$ cat src/rtl/song_pkg.sv
// Shared types and song-word field layout for the play-mode sequencer.
// Words are {beats[3:0], notes[7:0] one-hot, shift[1:0]}; a zero beat count marks end of song.
package song_pkg;

  typedef enum logic [2:0] {
    ST_IDLE  = 3'd0,
    ST_FETCH = 3'd1,
    ST_PLAY  = 3'd2,
    ST_PAUSE = 3'd3,
    ST_DONE  = 3'd4
  } state_e;

  localparam int SONG_WORD_W = 14;
  localparam int NOTE_W      = 10;
  localparam int BEATS_MSB   = 13;
  localparam int BEATS_LSB   = 10;
  localparam int NOTES_MSB   = 9;
  localparam int NOTES_LSB   = 2;
  localparam int SHIFT_MSB   = 1;
  localparam int SHIFT_LSB   = 0;

  localparam logic [3:0] END_BEATS = 4'd0;

  function automatic logic [3:0] word_beats(input logic [SONG_WORD_W-1:0] word);
    return word[BEATS_MSB:BEATS_LSB];
  endfunction

  function automatic logic [NOTE_W-1:0] word_note(input logic [SONG_WORD_W-1:0] word);
    return {word[NOTES_MSB:NOTES_LSB], word[SHIFT_MSB:SHIFT_LSB]};
  endfunction

endpackage

$ cat src/rtl/song_play_ctrl_beat_timer.sv
// Note duration timer: prescaler (0..TICKS_PER_BEAT-1) feeding a 4-bit beat down-counter.
// Flags the last active cycle of a note and the articulation-gap window at its tail.
module beat_timer #(
  parameter int TICKS_PER_BEAT = 25000000,
  parameter int GAP_CYC        = 2500000
) (
  input  logic       clk,
  input  logic       rst,
  input  logic       load,
  input  logic [3:0] beats,
  input  logic       en,
  output logic       last,
  output logic       gap_now,
  output logic       gap_next
);

  localparam int PRE_W = $clog2(TICKS_PER_BEAT);
  localparam logic [PRE_W-1:0] PRE_MAX = PRE_W'(TICKS_PER_BEAT - 1);

  logic [PRE_W-1:0] pre_q, pre_d;
  logic [3:0]       beat_q, beat_d;

  // Counter registers
  always_ff @(posedge clk) begin
    if (rst) begin
      pre_q  <= '0;
      beat_q <= 4'd0;
    end else begin
      pre_q  <= pre_d;
      beat_q <= beat_d;
    end
  end

  // Load / advance / hold
  always_comb begin
    pre_d  = pre_q;
    beat_d = beat_q;
    if (load) begin
      pre_d  = '0;
      beat_d = beats;
    end else if (en) begin
      if (pre_q == PRE_MAX) begin
        pre_d  = '0;
        beat_d = beat_q - 4'd1;
      end else begin
        pre_d  = pre_q + PRE_W'(1);
      end
    end else begin
      pre_d  = pre_q;
    end
  end

  assign last = en && (beat_q == 4'd1) && (pre_q == PRE_MAX);

  // gap_now: the current cycle lies in the tail window; gap_next: the following one will.
  assign gap_now  = (beat_q == 4'd1) && (int'(pre_q) >= (TICKS_PER_BEAT - GAP_CYC));
  assign gap_next = (beat_q == 4'd1) && (int'(pre_q) >= (TICKS_PER_BEAT - GAP_CYC - 1))
                    && (pre_q != PRE_MAX);

endmodule

$ cat src/rtl/song_play_ctrl.sv
// Play-mode sequencer: fetches song words over a req/valid read port and holds each note
// for its beat count. Define ARTIC_GAP_EN to silence the tail GAP_CYC cycles of each note.
module song_play_ctrl
  import song_pkg::*;
#(
  parameter int ADDR_W         = 8,
  parameter int TICKS_PER_BEAT = 25000000,
  parameter int GAP_CYC        = 2500000
) (
  input  logic              clk,
  input  logic              rst,
  input  logic              start,
  input  logic              pause,
  input  logic              stop,
  input  logic [ADDR_W-1:0] song_base,
  output logic              rd_en,
  output logic [ADDR_W-1:0] rd_addr,
  input  logic              rd_valid,
  input  logic [13:0]       rd_data,
  output logic [9:0]        note_out,
  output logic              busy,
  output logic              done
);

`ifdef ARTIC_GAP_EN
  localparam logic GAP_ON = 1'b1;
`else
  localparam logic GAP_ON = 1'b0;
`endif

  state_e              state_q, state_d;
  logic                rd_en_q, rd_en_d;
  logic [ADDR_W-1:0]   rd_addr_q, rd_addr_d;
  logic [NOTE_W-1:0]   note_q, note_d;
  logic [NOTE_W-1:0]   note_out_q, note_out_d;
  logic                busy_q, busy_d;
  logic                done_q, done_d;

  logic                tmr_load, tmr_en, tmr_last, gap_now, gap_next;
  logic [3:0]          rd_beats;
  logic                last_addr;

  assign rd_beats  = word_beats(rd_data);
  assign last_addr = (rd_addr_q == {ADDR_W{1'b1}});
  assign tmr_en    = (state_q == ST_PLAY);

  beat_timer #(
    .TICKS_PER_BEAT (TICKS_PER_BEAT),
    .GAP_CYC        (GAP_CYC)
  ) u_beat_timer (
    .clk      (clk),
    .rst      (rst),
    .load     (tmr_load),
    .beats    (rd_beats),
    .en       (tmr_en),
    .last     (tmr_last),
    .gap_now  (gap_now),
    .gap_next (gap_next)
  );

  // State and output registers
  always_ff @(posedge clk) begin
    if (rst) begin
      state_q    <= ST_IDLE;
      rd_en_q    <= 1'b0;
      rd_addr_q  <= '0;
      note_q     <= '0;
      note_out_q <= '0;
      busy_q     <= 1'b0;
      done_q     <= 1'b0;
    end else begin
      state_q    <= state_d;
      rd_en_q    <= rd_en_d;
      rd_addr_q  <= rd_addr_d;
      note_q     <= note_d;
      note_out_q <= note_out_d;
      busy_q     <= busy_d;
      done_q     <= done_d;
    end
  end

  // Next-state logic; stop overrides everything
  always_comb begin
    state_d = state_q;
    if (stop) begin
      state_d = ST_IDLE;
    end else begin
      case (state_q)
        ST_IDLE:  state_d = start ? ST_FETCH : ST_IDLE;
        ST_FETCH: begin
          if (!rd_valid)                  state_d = ST_FETCH;
          else if (rd_beats == END_BEATS) state_d = ST_DONE;
          else if (pause)                 state_d = ST_PAUSE;
          else                            state_d = ST_PLAY;
        end
        ST_PLAY: begin
          if (tmr_last)   state_d = last_addr ? ST_DONE : ST_FETCH;
          else if (pause) state_d = ST_PAUSE;
          else            state_d = ST_PLAY;
        end
        ST_PAUSE: state_d = pause ? ST_PAUSE : ST_PLAY;
        ST_DONE:  state_d = ST_IDLE;
        default:  state_d = ST_IDLE;
      endcase
    end
  end

  // Next register values for the read port, note path and status
  always_comb begin
    rd_en_d    = rd_en_q;
    rd_addr_d  = rd_addr_q;
    note_d     = note_q;
    note_out_d = note_out_q;
    tmr_load   = 1'b0;
    if (stop) begin
      rd_en_d    = 1'b0;
      note_out_d = '0;
    end else begin
      case (state_q)
        ST_IDLE: begin
          if (start) begin
            rd_addr_d  = song_base;
            rd_en_d    = 1'b1;
            note_out_d = '0;
          end else begin
            rd_en_d    = 1'b0;
          end
        end
        ST_FETCH: begin
          // Previous note keeps sounding until the next word lands.
          if (rd_valid) begin
            rd_en_d = 1'b0;
            if (rd_beats == END_BEATS) begin
              note_out_d = '0;
            end else begin
              tmr_load   = 1'b1;
              note_d     = word_note(rd_data);
              note_out_d = pause ? '0 : word_note(rd_data);
            end
          end else begin
            rd_en_d = 1'b1;
          end
        end
        ST_PLAY: begin
          if (tmr_last) begin
            if (last_addr) begin
              note_out_d = '0;
            end else begin
              rd_addr_d = rd_addr_q + ADDR_W'(1);
              rd_en_d   = 1'b1;
            end
          end else if (pause) begin
            note_out_d = '0;
          end else begin
            note_out_d = (GAP_ON && gap_next) ? '0 : note_q;
          end
        end
        ST_PAUSE: begin
          if (pause) note_out_d = '0;
          else       note_out_d = (GAP_ON && gap_now) ? '0 : note_q;
        end
        ST_DONE:  note_out_d = '0;
        default: begin
          rd_en_d    = 1'b0;
          note_out_d = '0;
        end
      endcase
    end
    busy_d = (state_d != ST_IDLE);
    done_d = (state_d == ST_DONE);
  end

  assign rd_en    = rd_en_q;
  assign rd_addr  = rd_addr_q;
  assign note_out = note_out_q;
  assign busy     = busy_q;
  assign done     = done_q;

endmodule

$ cat config.mk
export PLATFORM = sky130hd
export DESIGN_NAME = song_play_ctrl
export DESIGN_NICKNAME = d
export VERILOG_FILES = /design/src/rtl/song_pkg.sv /design/src/rtl/song_play_ctrl_beat_timer.sv /design/src/rtl/song_play_ctrl.sv
export SDC_FILE = /design/constraint.sdc
export NUM_CORES = 1
export LEC_CHECK = 0
export CAP_MARGIN = 0
export CORE_UTILIZATION = 51
export DETAILED_ROUTE_END_ITERATION = 12
export PLACE_DENSITY = 0.76
export SYNTH_ARGS = -nofsm -noshare
export SYNTH_HDL_FRONTEND = slang
export SYNTH_SLANG_ARGS = --single-unit
$ cat constraint.sdc
create_clock -name clk -period 4.61 [get_ports clk]
set_input_delay 0.461 -clock clk [delete_from_list [all_inputs] [get_ports clk]]
set_output_delay 0.461 -clock clk [all_outputs]
set_load 0.005 [all_outputs]
Word-level counts from Yosys, hierarchy flattened
Cells that the tools add are included.
{"block": "totals", "regBits": 63, "in_bits": 28, "elab_cells": 77, "output_inout_bits": 21}
{"block": "classes", "eq_ne": 13, "n_bitwise": 3, "n_reduce_logical": 16, "n_addsub": 3, "muxes": 33}
{"cell": "two-way mux 10 bit", "count": 7}
{"cell": "case mux 10 bit (4 select lines)", "count": 1}
{"cell": "adder 25 x 1 -> 25 bit (second input constant)", "count": 1}
{"cell": "equality test 25 bit (second input constant)", "count": 1}
{"cell": "two-way mux 25 bit", "count": 1}
{"cell": "two-way mux 8 bit", "count": 3}
{"cell": "case mux 8 bit (2 select lines)", "count": 1}
{"cell": "two-way mux 3 bit", "count": 5}
{"cell": "two-way mux 4 bit", "count": 3}
{"cell": "case mux 3 bit (4 select lines)", "count": 1}
{"cell": "two-way mux 1 bit", "count": 10}
{"cell": "adder 8 x 1 -> 8 bit (second input constant)", "count": 1}
{"cell": "equality test 8 bit (second input constant)", "count": 1}
{"cell": "!= test 2 bit (second input constant)", "count": 4}
{"cell": "equality test 3 x 2 -> 1 bit (second input constant)", "count": 2}
{"cell": "equality test 3 bit (second input constant)", "count": 2}
{"cell": "AND reduction 3 bit", "count": 2}
{"cell": "nonzero test 2 bit", "count": 3}
{"cell": "OR reduction 2 bit", "count": 3}
{"cell": "AND reduction 5 bit", "count": 1}
{"cell": "equality test 4 x 1 -> 1 bit (second input constant)", "count": 1}
{"cell": "zero test 4 bit", "count": 1}
{"cell": "case mux 1 bit (4 select lines)", "count": 1}
{"cell": "AND reduction 4 bit", "count": 1}
{"cell": "other kinds (8)", "count": 11}

Depth between registers and ports, before layout
Gate-level depths: netlist of the first run.
{"block": "logic_depth", "word_depth": 7, "depth_mapped": 8, "mapped_depth_nobuf": 7}

By module
A second synthesis of the first run with hierarchy kept.
{"block": "hier_totals", "hier_cells": 379, "hier_area_um2": 3293.2}
{"mod": "beat_timer", "cells_per_inst": 200, "seq_area_each_um2": 580.6, "instances": 1, "area_each_um2": 1666.6}
{"mod": "song_play_ctrl", "cells_per_inst": 179, "seq_area_each_um2": 680.7, "instances": 1, "area_each_um2": 1626.6}

Worst setup path after synthesis of the first run
No wires, ideal clock.
{"block": "synth_path", "path_kind": "flip-flop to flip-flop", "start": "register u_beat_timer.beat_q[0]", "end": "register rd_addr_q[1], in the netlist rd_addr[1]", "required_time_ns": 4.487, "setup_time_ns": 0.123, "path_slack_ns": 2.369, "arrival_ns": 2.118, "synth_period_minus_slack_ns": 2.241, "n_path_buf": 0, "path_stages_with_launch": 7, "path_cell_list": "dfxtp_1 > ha_1 > or3b_2 > nor4_1 > nand3_2 > a21o_1 > mux2_1"}
{"block": "synth_via", "elab_chain_len": 5}
{"item": "from (decl)", "line": "song_play_ctrl_beat_timer.sv:21", "text": "logic [3:0] beat_q, beat_d;"}
{"item": "from (signal assigned)", "line": "song_play_ctrl_beat_timer.sv:30", "text": "beat_q <= beat_d;"}
{"item": "equality test 4 x 1 -> 1 bit", "line": "song_play_ctrl_beat_timer.sv:53", "text": "assign last = en && (beat_q == 4'd1) && (pre_q == PRE_MAX);"}
{"item": "logical AND 1 bit (2 in a row)", "line": "song_play_ctrl_beat_timer.sv:53"}
{"item": "!= test 2 bit (no line)"}
{"item": "AND reduction 5 bit (no line)"}
{"item": "to (signal assigned)", "line": "song_play_ctrl.sv:74", "text": "rd_addr_q <= rd_addr_d;"}
{"item": "to (decl)", "line": "song_play_ctrl.sv:33", "text": "logic [ADDR_W-1:0] rd_addr_q, rd_addr_d;"}
Every way passes these cells.
A chain may end at the register's enable or synchronous reset.

Worst setup path in the final report of the first run
{"block": "layout_path", "start": "register state_q[1]", "end": "register u_beat_timer.pre_q[11]"}
{"block": "layout_via", "elab_chain_len": 4, "word_cells_on_any_way": 5, "classes_between": "eq/ne (2); mux (2); reduce/logical (1)"}
{"item": "from (decl)", "line": "song_play_ctrl.sv:31", "text": "state_e state_q, state_d;"}
{"item": "from (signal assigned)", "line": "song_play_ctrl.sv:72", "text": "state_q <= state_d;"}
{"item": "equality test 3 x 1 -> 1 bit", "line": "song_play_ctrl.sv:119", "text": "case (state_q)"}
{"item": "two-way mux 1 bit", "line": "song_play_ctrl.sv:119"}
{"item": "two-way mux 1 bit", "line": "song_play_ctrl.sv:115", "text": "if (stop) begin"}
{"item": "OR reduction 2 bit (no line)"}
{"item": "to (signal assigned)", "line": "song_play_ctrl_beat_timer.sv:29", "text": "pre_q <= pre_d;"}
{"item": "to (decl)", "line": "song_play_ctrl_beat_timer.sv:20", "text": "logic [PRE_W-1:0] pre_q, pre_d;"}
Parallel ways exist; a longest one is shown, timed or not.

==> out/results.ini, run 1 <==
[drt]
post_drt_wl_per_cell_um = 15.3
drt_iter0_drc = 242
via_per_inst = 5.99
num_vias = 3188
routed_wl_um = 8130
drtAntennaViolNets = 0
dr.pass1.iters = 5
drc_errors = 0

[setup_path]
cp-startpoint = state_q[1]
worstSetupPathType = reg -> reg
cp_data_arrival_time_ns = 3.29
crit_path_top_delay_cell = dfxtp_1
rr_startpoint = state_q[1]
crit_family = simple AND/OR/NAND/NOR gates
worstPathMaxFanout = 30
path_buf_inv = 0
cpPeakStageDelay_ns = 0.88
cp.required_ns = 4.81
end_kind = register
crit_chain = or3b_2, nor4_1, nand4_1, xor2_1, nor2_1
cp-start-kind = register
r2r_slack_ns = 1.52

[timing]
setup_ws_ns = 1.52
fin_crit_sh = 0.670
hold_violations = 0
setup_viol_count_final = 0
clock.fmax_ghz = 0.324
tightest_slew_ns = 1.05
drv_slew = 0
tns_ns = 0
fin_skew_ns = 0.00865
period_minus_slack_ns = 3.09
slew_headroom = 0.295
rsz0062_at_grt = false

[pwr]
power.share.combinational = 0.083
power_switching_uw = 279
p_clk_frac = 0.441
p_sw_frac = 0.236
p_per_area_nw_per_um2 = 297
peakVddDrop_v = 0.000259
internal_power_uw = 902
p_seq_frac = 0.476
leakage_uw = 0.00136

[final_layout]
synthToLayoutAreaGrowth_pct = 21.9
final_nets = 484
diodes = 0
final_cells = 532
stdcell_area_sq_um = 3980
drive_gt1_frac = 0.0635
fill_cells = 523

[cts]
clk_path_buf_depth = 2
post_cts_resized = 0
hold_buffers = 0
clkLatencyLatePin_ns = 0.34
clock-sinks = 63
clock-root-buffer = clkbuf_8
tritoncts = built
cts_setup_buffers = 0
cts_inserted_buffers = 9
cts.clk_slew.worst_paths_ns = 0.08
htree_levels = 3

[place]
place_area_sq_um = 3770
routabilityCongestion = 0.843
pre_cts_slack_ns = 1.44
numPortBuffers = 48
dp_hpwl_um = 5500
placed_cells = 516

[floorplan]
pin_count = 49
placeableCoreArea_sq_um = 6060
initial_core_util = 0.538
dieArea_sq_um = 6720
rows = 28
die_y_um = 82.0
die_w_um = 82.0

[synth]
synth_nets = 446
yosys_warnings = 0
synth-main-ff-cell = dfxtp_1
synthTopCellsByCount = 68 x nand2_1, 63 x dfxtp_1, 41 x nor2_1
ys_top_cells_by_area = dfxtp_1 39%, nand2_1 7.8%, xor2_1 5.4%, nor2_1 4.7%, a21oi_1 4.0%
netlist.area_leader.share = 0.387
async_reset_ff_frac = 0
ys_ff_latch = 63
avgSynthCellArea_sq_um = 7.88
synthCells = 414
seq_area_frac_synth = 0.387
synth.most_common_cell = nand2_1
synth_area_leader_cell = dfxtp_1
synth_edf_count = 0
netlist_area_sq_um = 3260
synth_cell_type_count = 48

[grt]
grt_start_max_net_pins = 31
grt_pass1_wl_um = 12800
grt_pass1_vias = 2792
grt_util_all_layers = 0.251
overflow = 0
antenna_found_initial = 0

[worst_hold_path]
hold_start = note_q[4]
hold_path_class = reg -> reg

[run]
maxCapViolCount = 0

[status]
outcome = finished, final reports clean

cell families (layout without fill, tap and decap cells):
logic type               Yosys count  in the layout  share of synthesized area
flip-flops                        63             63                      0.387
buffers and inverters             31             74                     0.0357
AND/OR/NAND/NOR                  197            197                      0.304
AO/OA/AOI/OAI                     91             91                      0.183
adder cells (fa/ha/maj)            4              4                     0.0153
multiplexers                       1              1                    0.00345
XOR/XNOR                          27             27                     0.0725
worst reg2reg max path, stage by stage, from the launching register on:
cell and delay (ns):
dfxtp_1 0.88, or3b_2 0.76, nor4_1 0.87, nand4_1 0.22
xor2_1 0.17, nor2_1 0.05
registers in the layout (all words and copies together), names as in the netlist:
signal and cells:
note_q 10, rd_addr 8, busy 1, state_q 3, u_beat_timer.pre_q 25, rd_en 1
note_out 10, done 1, u_beat_timer.beat_q 4
area by class of cell:
class | count | area (sq um) | area share
Clock buffer | 9 | 124 | 0.0311
Clock inverter | 7 | 87.6 | 0.0220
Inverter | 8 | 30.0 | 0.00755
Multi-Input combinational cell | 320 | 1890 | 0.474
Sequential cell | 63 | 1260 | 0.317
Tap cell | 75 | 93.8 | 0.0236
Timing Repair Buffer | 50 | 495 | 0.125
cell usage in the layout, fill, tap and decap left out, types with 3 or more instances in the layout:
cell / synthesis / final
a22oi_1: 10 / 10
clkinv_2: 0 / 4
nor3_1: 8 / 8
o32ai_1: 3 / 3
o21ai_0: 12 / 12
nand4_1: 16 / 16
or3_1: 4 / 4
clkdlybuf4s50_1: 0 / 48
ha_1: 4 / 4
xor2_1: 20 / 20
nand2_1: 68 / 68
nand3_1: 19 / 19
nand2b_1: 4 / 4
and3_1: 7 / 7
nor2_1: 41 / 41
xnor2_1: 7 / 7
o22ai_1: 12 / 12
nor4_1: 8 / 8
inv_1: 8 / 8
a21oi_1: 26 / 26
clkbuf_8: 0 / 9
or4_1: 4 / 4
dfxtp_1: 63 / 63
a21boi_0: 3 / 3
o31ai_1: 4 / 4
o211ai_1: 5 / 5
path summary, 6_finish.rpt:
kind                             to  cells after the start
min                       note_q[4]                      2
min reg2reg               note_q[4]                      2
max          u_beat_timer.pre_q[11]                      5
max reg2reg  u_beat_timer.pre_q[11]                      5
through the flow:
step	total power (uW)	util	hold WS, ns
floorplan	623	-	0.449
global placement	670	0.621	0.457
detailed placement	671	0.621	0.463
CTS	1190	0.656	0.474
global route	1230	0.656	0.491
finish	1180	0.656	0.475
power groups by stage:
stage	combinational [uW]	clock (uW)	sequential (uW)
detailed placement	96.9	0	575
global route	107	557	564
floorplan	51.2	0	571
finish	97.9	521	562
CTS	97.6	532	562
global placement	96.0	0	574
metal layers:
metal | track usage | part of all wire | vias to the layer above
li1 | - | - | 1577
met1 | 0.327 | 0.45 | 1462
met2 | 0.393 | 0.46 | 135
met3 | 0.0644 | 0.068 | 14
met4 | 0.104 | 0.017 | 0
met5 | 0 | 0 | -
Note: power is estimated with default switching activity, not from simulation.
==> run 2, diff against run 1 <==
- clock period: 4.61 -> 2.93 ns (I/O delays scaled with it)
==> out/results.ini, run 2 (synthesis results as in run 1) <==
[grt]
grt_util_all_layers = 0.257
overflow = 0
grt_pass1_vias = 2917
grt_start_max_net_pins = 28
antenna_found_initial = 0
grt_pass1_wl_um = 13000

[final_layout]
final_common_cell = nand2_1
largest_reg_flops = 25
diodes = 0
synthToLayoutAreaGrowth_pct = 24.0
final_nets = 495
layout_common_cells = 68 x nand2_1, 63 x dfxtp_1, 48 x clkdlybuf4s50_1
regMostFlops = u_beat_timer.pre_q
multi_input_area_sq_um = 1890
fill_cells = 525
regArea_sq_um = 1260
drive_gt1_frac = 0.0855

[cts]
htree_levels = 3
cts_setup_buffers = 0
clk_path_buf_depth = 2
hold_buffers = 0
post_cts_resized = 0
cts.clk_slew.worst_paths_ns = 0.07
clkLatencyLatePin_ns = 0.35
clock-sinks = 63
clock-root-buffer = clkbuf_8
cts_inserted_buffers = 9
tritoncts = built

[pwr]
p_per_area_nw_per_um2 = 443
peakVddDrop_v = 0.000357
leakage_uw = 0.00140

[timing]
holdWs_ns = 0.474
drv_slew = 0
tightest_slew_ns = 0.894
hold_violations = 0
fin_crit_sh = 0.873
tns_ns = 0
rsz0062_at_grt = false
clock.fmax_ghz = 0.391
period_minus_slack_ns = 2.56
slew_headroom = 0.404
fin_skew_ns = 0.00685
setup_viol_count_final = 0

[setup_path]
cp-start-kind = register
end_kind = register
worstPathMaxFanout = 10
path_buf_inv = 0
crit_path_top_delay_cell = or4bb_1
crit_family = simple AND/OR/NAND/NOR gates
cpPeakStageDelay_ns = 0.55
worstSetupPathType = reg -> reg
crit_chain = or4bb_1, nor4_4, nand3_2, o211ai_2, o22ai_1
cp.required_ns = 3.14
cp_data_arrival_time_ns = 2.77

[worst_hold_path]
hold_path_class = reg -> reg

[drt]
drt_iter0_drc = 176
via_per_inst = 5.99
drc_errors = 0
drtAntennaViolNets = 0
routed_wl_um = 8220
post_drt_wl_per_cell_um = 15.1
num_vias = 3250
dr.pass1.iters = 4

[place]
numPortBuffers = 48
dp_hpwl_um = 5790
routabilityCongestion = 0.887

[floorplan]
die_w_um = 82.0
placeableCoreArea_sq_um = 6060
initial_core_util = 0.538
dieArea_sq_um = 6720
rows = 28
die_y_um = 82.0
pin_count = 49

[run]
maxCapViolCount = 0

[status]
outcome = finished, final reports clean

## run 2: changes by cell type in the layout (fill, tap and decap cells not counted), sizes merged
cell      change
buf          +11
bufinv        -1
clkinv        -2
clkinvlp      +3
## run 2: area by class of cell
class | instances | share of cell area
multi-input combinational | 320 | 0.466
sequential | 63 | 0.312
timing repair buffer | 61 | 0.143
clock buffer | 9 | 0.0306
tap | 75 | 0.0232
clock inverter | 7 | 0.0182
inverter | 8 | 0.00742
## run 2: worst paths after layout
check	cells past startpoint	endpoint	slack (ns)	startpoint
worst max-delay path	5	note_out[7]	0.37	u_beat_timer.pre_q[16]
worst min-delay path	2	note_out[0]	0.47	note_out[0]
worst max register to register	5	note_out[7]	0.37	u_beat_timer.pre_q[16]
worst min register to register	2	note_out[0]	0.47	note_out[0]
## run 2: metal layers
metal / wire (um) / GRT usage
met1: 3660 / 0.303
met2: 3990 / 0.431
met3: 414 / 0.0822
met4: 150 / 0.0982
met5: 0 / 0
## run 2: tightest hold or removal path, delay by kind of cell (launching register included)
kind            cells  cell delay, ns
flops               1            0.31
compound gates      1            0.06
simple gates        1            0.05
## run 2: stage by stage
| stage | area (sq um) | cells | util | total power, uW | worst slack, ns |
|---|---|---|---|---|---|
| floorplan | 3260 | 414 | - | 979 | 0.689 |
| global placement | 3850 | 527 | 0.635 | 1060 | 0.429 |
| detailed placement | 3850 | 527 | 0.635 | 1060 | 0.409 |
| CTS | 4050 | 543 | 0.668 | 1800 | 0.396 |
| global route | 4050 | 543 | 0.668 | 1870 | 0.221 |
| finish | 4050 | 543 | 0.668 | 1790 | 0.373 |
## run 2: report_power, final
part           leakage [uW]  switching [uW]  internal [uW]  total (uW)
clock             0.0000875             359            392         750
sequential         0.000509            15.2            868         884
combinational      0.000799            77.8           82.3         160
